[config.mk]
export PLATFORM = sky130hd
export DESIGN_NAME = sqrt_arbiter_flat
export DESIGN_NICKNAME = d
export VERILOG_FILES = /design/src/rtl/sqrt_arbiter_if.sv /design/src/rtl/sqrt_arbiter.sv /design/src/flat_wrapper.sv
export SDC_FILE = /design/constraint.sdc
export NUM_CORES = 1
export LEC_CHECK = 0
export CELL_PAD_IN_SITES_DETAIL_PLACEMENT = 0
export CELL_PAD_IN_SITES_GLOBAL_PLACEMENT = 1
export CORE_ASPECT_RATIO = 1.75
export CORE_MARGIN = 3
export CORE_UTILIZATION = 25
export CTS_BUF_LIST = sky130_fd_sc_hd__clkbuf_16
export DETAILED_ROUTE_END_ITERATION = 8
export PLACE_DENSITY_LB_ADDON = 0.1
export SYNTH_ARGS = -nofsm -noshare
export SYNTH_HDL_FRONTEND = slang
export SYNTH_SLANG_ARGS = --single-unit
[constraint.sdc]
create_clock -name clk -period 3.62 [get_ports clk]
set_clock_uncertainty 0.1 [all_clocks]
set_input_delay 0.543 -clock clk [delete_from_list [all_inputs] [get_ports clk]]
set_output_delay 0.543 -clock clk [all_outputs]
set_load 0.02 [all_outputs]
[src/rtl/sqrt_arbiter_if.sv]
// Handshake bundle between two square-root requesters, the arbiter and the
// shared square-root iteration unit.
interface sqrt_arbiter_if;
    logic        req0_valid, req1_valid;
    logic        req0_ready, req1_ready;
    logic [22:0] req0_data, req1_data;
    logic        rsp0_valid, rsp1_valid;
    logic        rsp0_ready, rsp1_ready;
    logic [22:0] rsp0_data, rsp1_data;
    logic        it_enable;
    logic        it_n_valid;
    logic [22:0] it_op;
    logic        it_result;
    logic [21:0] it_res;
    logic        busy;

    modport slave (
        input  req0_valid, req1_valid, req0_data, req1_data,
        output req0_ready, req1_ready,
        output rsp0_valid, rsp1_valid, rsp0_data, rsp1_data,
        input  rsp0_ready, rsp1_ready,
        output it_enable, it_n_valid, it_op,
        input  it_result, it_res,
        output busy
    );

    modport master (
        output req0_valid, req1_valid, req0_data, req1_data,
        input  req0_ready, req1_ready,
        input  rsp0_valid, rsp1_valid, rsp0_data, rsp1_data,
        output rsp0_ready, rsp1_ready,
        input  it_enable, it_n_valid, it_op,
        output it_result, it_res,
        input  busy
    );
endinterface

[src/rtl/sqrt_arbiter.sv]
// Two-requester arbiter in front of one square-root iteration unit; a unit that
// never finishes is cut off after TIMEOUT and answered with an error NaN.
module sqrt_arbiter #(
    parameter int TIMEOUT = 15  // legal 13..15, held in a 4-bit counter
) (
    input  logic          clk,
    input  logic          rst,
    sqrt_arbiter_if.slave bus
);
    typedef enum logic [1:0] {IDLE, LAUNCH, WAIT, RESP} state_t;

    localparam logic [3:0]  TIMEOUT_CNT = 4'(TIMEOUT);
    localparam logic [22:0] ERR_RSP     = {1'b1, 1'b1, 1'b0, 1'b0, 1'b1, 7'sd16, 11'h400};

    state_t      state, state_nxt;
    logic        ptr, owner, grant, any_valid, done;
    logic [3:0]  cnt;
    logic [22:0] op, rsp0, rsp1, cap;

    // A real result beats a coincident timeout.
    function automatic logic [22:0] capture_word(input logic hit, input logic [21:0] res);
        return hit ? {1'b0, res} : ERR_RSP;
    endfunction

    always_comb begin
        any_valid = bus.req0_valid | bus.req1_valid;
        grant     = (bus.req0_valid & bus.req1_valid) ? ptr : bus.req1_valid;
        done      = bus.it_result | (cnt == TIMEOUT_CNT);
        cap       = capture_word(bus.it_result, bus.it_res);
    end

    always_comb begin
        state_nxt      = state;
        bus.req0_ready = 1'b0;
        bus.req1_ready = 1'b0;
        bus.rsp0_valid = 1'b0;
        bus.rsp1_valid = 1'b0;
        bus.it_enable  = 1'b0;
        bus.it_n_valid = 1'b0;
        case (state)
            IDLE: begin
                bus.req0_ready = any_valid & ~grant & ~rst;
                bus.req1_ready = any_valid &  grant & ~rst;
                if (any_valid) state_nxt = LAUNCH;
            end
            LAUNCH: begin
                bus.it_enable  = 1'b1;
                bus.it_n_valid = 1'b1;
                state_nxt      = WAIT;
            end
            WAIT: begin
                bus.it_enable = 1'b1;
                if (done) state_nxt = RESP;
            end
            RESP: begin
                bus.it_enable  = 1'b1;
                bus.rsp0_valid = ~owner;
                bus.rsp1_valid = owner;
                if (owner ? bus.rsp1_ready : bus.rsp0_ready) state_nxt = IDLE;
            end
            default: state_nxt = IDLE;
        endcase
        bus.busy = (state != IDLE);
    end

    always_ff @(posedge clk) begin
        if (rst) begin
            state <= IDLE;
            ptr   <= 1'b0;
            owner <= 1'b0;
            cnt   <= '0;
            op    <= '0;
            rsp0  <= '0;
            rsp1  <= '0;
        end else begin
            state <= state_nxt;
            if (state == IDLE && any_valid) begin
                op    <= grant ? bus.req1_data : bus.req0_data;
                owner <= grant;
                ptr   <= ~grant;
            end
            if (state == LAUNCH)    cnt <= '0;
            else if (state == WAIT) cnt <= cnt + 4'd1;
            if (state == WAIT && done) begin
                if (owner) rsp1 <= cap;
                else       rsp0 <= cap;
            end
        end
    end

    assign bus.it_op     = op;
    assign bus.rsp0_data = rsp0;
    assign bus.rsp1_data = rsp1;
endmodule
[src/flat_wrapper.sv]
// flat-port wrapper written by rule: the top's interface ports become plain ports
module sqrt_arbiter_flat 
#(
    parameter int TIMEOUT = 15                                          
)
  (clk, rst, bus_req0_valid, bus_req1_valid, bus_req0_data, bus_req1_data, bus_req0_ready, bus_req1_ready, bus_rsp0_valid, bus_rsp1_valid, bus_rsp0_data, bus_rsp1_data, bus_rsp0_ready, bus_rsp1_ready, bus_it_enable, bus_it_n_valid, bus_it_op, bus_it_result, bus_it_res, bus_busy);
  sqrt_arbiter_if bus_i ();
  input  logic clk;
  input  logic rst;
  input wire logic [$bits(bus_i.req0_valid)-1:0] bus_req0_valid;
  input wire logic [$bits(bus_i.req1_valid)-1:0] bus_req1_valid;
  input wire logic [$bits(bus_i.req0_data)-1:0] bus_req0_data;
  input wire logic [$bits(bus_i.req1_data)-1:0] bus_req1_data;
  output wire logic [$bits(bus_i.req0_ready)-1:0] bus_req0_ready;
  output wire logic [$bits(bus_i.req1_ready)-1:0] bus_req1_ready;
  output wire logic [$bits(bus_i.rsp0_valid)-1:0] bus_rsp0_valid;
  output wire logic [$bits(bus_i.rsp1_valid)-1:0] bus_rsp1_valid;
  output wire logic [$bits(bus_i.rsp0_data)-1:0] bus_rsp0_data;
  output wire logic [$bits(bus_i.rsp1_data)-1:0] bus_rsp1_data;
  input wire logic [$bits(bus_i.rsp0_ready)-1:0] bus_rsp0_ready;
  input wire logic [$bits(bus_i.rsp1_ready)-1:0] bus_rsp1_ready;
  output wire logic [$bits(bus_i.it_enable)-1:0] bus_it_enable;
  output wire logic [$bits(bus_i.it_n_valid)-1:0] bus_it_n_valid;
  output wire logic [$bits(bus_i.it_op)-1:0] bus_it_op;
  input wire logic [$bits(bus_i.it_result)-1:0] bus_it_result;
  input wire logic [$bits(bus_i.it_res)-1:0] bus_it_res;
  output wire logic [$bits(bus_i.busy)-1:0] bus_busy;
  assign bus_i.req0_valid = bus_req0_valid;
  assign bus_i.req1_valid = bus_req1_valid;
  assign bus_i.req0_data = bus_req0_data;
  assign bus_i.req1_data = bus_req1_data;
  assign bus_req0_ready = bus_i.req0_ready;
  assign bus_req1_ready = bus_i.req1_ready;
  assign bus_rsp0_valid = bus_i.rsp0_valid;
  assign bus_rsp1_valid = bus_i.rsp1_valid;
  assign bus_rsp0_data = bus_i.rsp0_data;
  assign bus_rsp1_data = bus_i.rsp1_data;
  assign bus_i.rsp0_ready = bus_rsp0_ready;
  assign bus_i.rsp1_ready = bus_rsp1_ready;
  assign bus_it_enable = bus_i.it_enable;
  assign bus_it_n_valid = bus_i.it_n_valid;
  assign bus_it_op = bus_i.it_op;
  assign bus_i.it_result = bus_it_result;
  assign bus_i.it_res = bus_it_res;
  assign bus_busy = bus_i.busy;
  sqrt_arbiter #(.TIMEOUT(TIMEOUT)) u_core (.clk(clk), .rst(rst), .bus(bus_i));
endmodule
Yosys cells after proc, flatten, opt, wreduce, memory -nomap -nowiden. Cells that the tools add are included.

Add/sub/neg operators: 1. $mul: 0. Div/mod/pow operators: 0. Magnitude comparators: 0. Equal/unequal tests: 7. Shifts and indexed selects: 0. Muxes and demuxes: 14. Bitwise gates (word level): 10. Reduce and logical (&&, ||, !) cells: 9.

Operator list (number): $mux W23 (2); $mux W1 (8); $pmux W2 S4 (1); $mux W2 (3); $ne A2 B1 Y1 const B (3); $and A1 B1 Y1 (5); $add A4 B1 Y4 const B (1); $eq A2 B2 Y1 const B (2); $eq A4 B4 Y1 const B (1); $reduce_and A2 Y1 (2); $not A1 Y1 (3); $reduce_and A3 Y1 (1); $reduce_or A3 Y1 (1); $eq A2 B1 Y1 const B (1); $logic_and A1 B1 Y1 (2); $logic_not A2 Y1 (1); $or A1 B1 Y1 (2); $reduce_bool A2 Y1 (1); $reduce_or A2 Y1 (1).

Register bits after elaboration: 77. Latch bits: 0. Memory bits (writable): 0. Memory bits (read-only): 0. Input port bits: 75. Output and inout port bits: 76. Logic and storage cells: 48. Memories kept: 0.

Logic depth before layout (Yosys ltp).
Word-level depth: 6. Gate-level depth with buffers: 8. Depth with buffers taken out: 6.

Least setup slack after synthesis. No wires, ideal clock.

Kind: register to output. Start point: reg u_core.state[0]. End point: out bus_req1_ready. Arrival time: 1556 ps. Data required time: 2977 ps. Slack: 1421 ps. Stages on the path, launching flop included: 6. Buffers on the path: 1. Cell sequence: dfxtp_1 inv_1 ha_1 clkbuf_1 inv_1 nor3_2.

Longest elaborated chain between the ends: 2.

RTL lines: start: declaration (line sqrt_arbiter.sv:15) `state_t state, state_nxt;`; start signal: assignment (line sqrt_arbiter.sv:76) `state <= state_nxt;`; $logic_not A2 Y1 (line sqrt_arbiter.sv:40) `case (state)`; $mux W1 (line sqrt_arbiter.sv:40); end: declaration (line flat_wrapper.sv:15) `output wire logic [$bits(bus_i.req1_ready)-1:0] bus_req1_ready;`.

No other way between the ends.

Worst setup path in the final report.
Start point: in bus_req0_valid. End point: out bus_req0_ready.

Longest elaborated chain between the ends: 6. Elaborated cells on any way between the ends: 7. Classes of those cells: 2 x mux; 5 x bitwise.

RTL lines: start: declaration (line flat_wrapper.sv:10) `input wire logic [$bits(bus_i.req0_valid)-1:0] bus_req0_valid;`; $and A1 B1 Y1 (line sqrt_arbiter.sv:27) `grant = (bus.req0_valid & bus.req1_valid) ? ptr : bus.req1_valid;`; $mux W1 (line sqrt_arbiter.sv:27); $not A1 Y1 (line sqrt_arbiter.sv:42) `bus.req0_ready = any_valid & ~grant & ~rst;`; $and A1 B1 Y1 (*) (2 in a row) (line sqrt_arbiter.sv:42); $mux W1 (*) (line sqrt_arbiter.sv:40); end: declaration (line flat_wrapper.sv:14) `output wire logic [$bits(bus_i.req0_ready)-1:0] bus_req0_ready;`.

Mark *: on every way between the ends. The rest lies on a longest branch, timed or not.

==> flow_summary.yaml <==
placed_design:
  portBuffers: 150
  dp_hpwl_mm: 7.58
  placed_cells: 652
  gp_congestion: 0.700
global_route:
  grt_util_met1_pct: 15.5
  grt.met3_usage_pct: 3.68
  grtUsageTotal_pct: 14.7
  grt_max_degree: 44
  gr-total-overflow: 0
  met2_usage_pct: 27.2
  grt_pass1_wl_mm: 16.8
  busiest_layer: "met2"
  grt_pass1_vias: 3261
  antenna_found_initial: 0
sta:
  min_period_over_period_pct: 79.4
  finalHoldViolCount: 0
  slew_violations: 0
  setup_violations: 0
  fmax_mhz: 348
  slew_headroom_pct: 53.5
  final.setup.tns_ns: 0
  period_minus_slack_ns: 2.88
  tightest_slew_ns: 0.694
  rsz0062_at_grt: "no"
  holdWs_ns: 0.353
logic_synthesis:
  yosysTopAreaCell: "dfxtp_1"
  async_flop_share_pct: 0
  yosysMostFrequentCell: "dfxtp_1"
  synth_fp_nets: 435
  synth.distinct_cells: 37
  synth_edf_count: 0
  synth-seq-cells: 77
  synth.top_cell.area_share_pct: 48.3
  syn_avg_cell_area_um2: 9.01
  syn-cell-area_um2: 3190
  synth_commonest_cells: "77 x dfxtp_1, 43 x nand2_1, 43 x nand3_1"
  yosysSeqAreaShare_pct: 48.3
  synthCells: 354
  synth-warning-count: 0
  synth.area.top_cells: "dfxtp_1 48%, nand3_1 6.7%, a21oi_1 5.8%, nand2_1 5.1%, nor2_1 3.4%"
  ys.flop_type: "dfxtp_1"
power:
  pwr-share-comb_pct: 32.2
  switching_share_pct: 31.7
  p_int_mw: 2.02
  p_clk_share_pct: 32.2
  p_leak_nw: 1.86
  netSwitchingPower_mw: 0.940
  irDropWorstVdd_mv: 0.269
  pwr-share-seq_pct: 35.6
  cellPowerDensity_nw_per_um2: 578
setup_path:
  max_stage_delay_ns: 0.68
  path_class: "in -> out"
  crit_path_end_kind: "output port"
  path_cells: "clkdlybuf4s50_1 -> a21boi_4 -> nor3b_4 -> clkdlybuf4s50_1"
  worstPathRequired_ns: 2.98
  path_common_cell: "clkdlybuf4s50_1"
  startpoint_type: "input port"
  worst_path_max_delay_cell: "clkdlybuf4s50_1"
  critPathMaxFanout: 6
  worstRegToRegCells: 6
  arrival_ns: 2.23
clock_network:
  cts_buffers: 9
  cts_tree: "yes"
  clock_latency_ns: 0.33
  cts_resized: 0
  cts_setup_buffers: 0
  clk_path_buf_depth: 2
  clkTransAtPathRegs_ns: 0.06
  hold_buffers: 0
  cts.htree.levels: 3
  clock_sinks: 77
  cts-root-buf: "clkbuf_16"
floorplan:
  die_area_um2: 14200
  initial_core_util_pct: 25.5
  ioPinCount: 151
  die_h_um: 155
  core_area_um2: 12500
  die_w_um: 91.4
  rows: 54
cells_and_area:
  layout.cells.non_filler: 668
  nets: 576
  fillerInstances: 1287
  areaGrowthSynthToFinish_pct: 60.5
  drive_above_1_share_pct: 6.60
  n_antenna_cell: 0
detailed_routing:
  wl_per_cell_um: 15.6
  viasPerCell: 4.68
  vias: 3126
  drcViolationCount: 0
  drtAntennaViolNets: 0
  drt-initial-drc-count: 133
  routed_wl_mm: 10.4
  first_pass_iters: 4
run_status:
  status: "finished, final reports clean"
hold_path:
  hp-class: "reg -> reg"
  whs_path_depth: 2
run:
  cap_violations: 0
-- layer usage --
metal / up-vias / wire, µm
met1: 1452 / 4020
met3: 16 / 594
met5: - / 0
li1: 1548 / -
met2: 110 / 5590
met4: 0 / 238
-- stage by stage --
| step | setup slack [ns] | util (%) | power, mW | cell area (µm²) |
|---|---|---|---|---|
| final | 0.744 | 41.0 | 2.96 | 5120 |
| after global routing | 0.613 | 41.0 | 3.13 | 5120 |
| after CTS | 0.709 | 41.0 | 3.02 | 5120 |
| after detailed placement | 0.729 | 38.4 | 2.04 | 4810 |
| after global placement | 0.765 | 38.4 | 2.04 | 4810 |
| after floorplan | 1.42 | - | 1.59 | 3190 |
-- sequential cells by signal (all words and copies together), names as in the netlist --
name and flops:
u_core.bus.rsp1_data 23, u_core.cnt 4, u_core.owner 1, u_core.state 2, u_core.ptr 1, u_core.bus.it_op 23
u_core.bus.rsp0_data 23
-- power by group through the flow --
| stage | registers, mW | logic, mW | clock network, mW |
|---|---|---|---|
| global route | 1.07 | 1.03 | 1.02 |
| floorplan | 1.18 | 0.405 | 0 |
| detailed placement | 1.07 | 0.968 | 0 |
| finish | 1.06 | 0.954 | 0.953 |
| global placement | 1.07 | 0.961 | 0 |
| CTS | 1.06 | 0.972 | 0.987 |
-- cell usage in the layout (no fill, tap or decap), types with 8 or more instances in the layout --
cell             instances
a21o_1                   9
a22o_1                   8
clkdlybuf4s50_1        149
nand2_1                 43
a21oi_1                 37
buf_4                   10
a211oi_1                11
dfxtp_1                 77
a22oi_1                  9
a32o_1                   9
nand3_1                 43
clkbuf_16                9
nor2_1                  29
-- cell type report --
class	count	area, µm²	area share (%)
Timing Repair Buffer	160	1570	30.7
Sequential cell	77	1540	30.1
Multi-Input combinational cell	243	1470	28.7
Clock buffer	9	225	4.40
Tap cell	168	210	4.10
Clock inverter	7	91.3	1.78
Inverter	4	15.0	0.293
-- kinds of logic after synthesis --
group,count (synthesis),share of synthesized area [%]
AOI/OAI and AO/OA,95,21.5
DFF,77,48.3
muxes,3,0.941
buffers and inverters,34,5.69
adders and majority gates,6,2.35
xor gates and xnor gates,3,0.824
and+or+nand+nor,136,20.4
-- worst max-delay path, delay by kind of cell --
kind	cells	cell delay [ns]
buffers and inverters	2	1.26
AO/OA/AOI/OAI	1	0.22
AND/OR/NAND/NOR	1	0.20
-- final timing paths --
path                                                            start                                    end  slack, ns
worst max-delay path                                   bus_req0_valid                         bus_req0_ready       0.74
worst min-delay path            u_core.bus.rsp0_data[17]$_SDFFE_PP0P_  u_core.bus.rsp0_data[17]$_SDFFE_PP0P_       0.35
worst max register to register           u_core.state[0]$_SDFFE_PP0P_  u_core.bus.rsp1_data[11]$_SDFFE_PP0P_       1.42
worst min register to register  u_core.bus.rsp0_data[17]$_SDFFE_PP0P_  u_core.bus.rsp0_data[17]$_SDFFE_PP0P_       0.35
(Power assumes the default switching activity.)
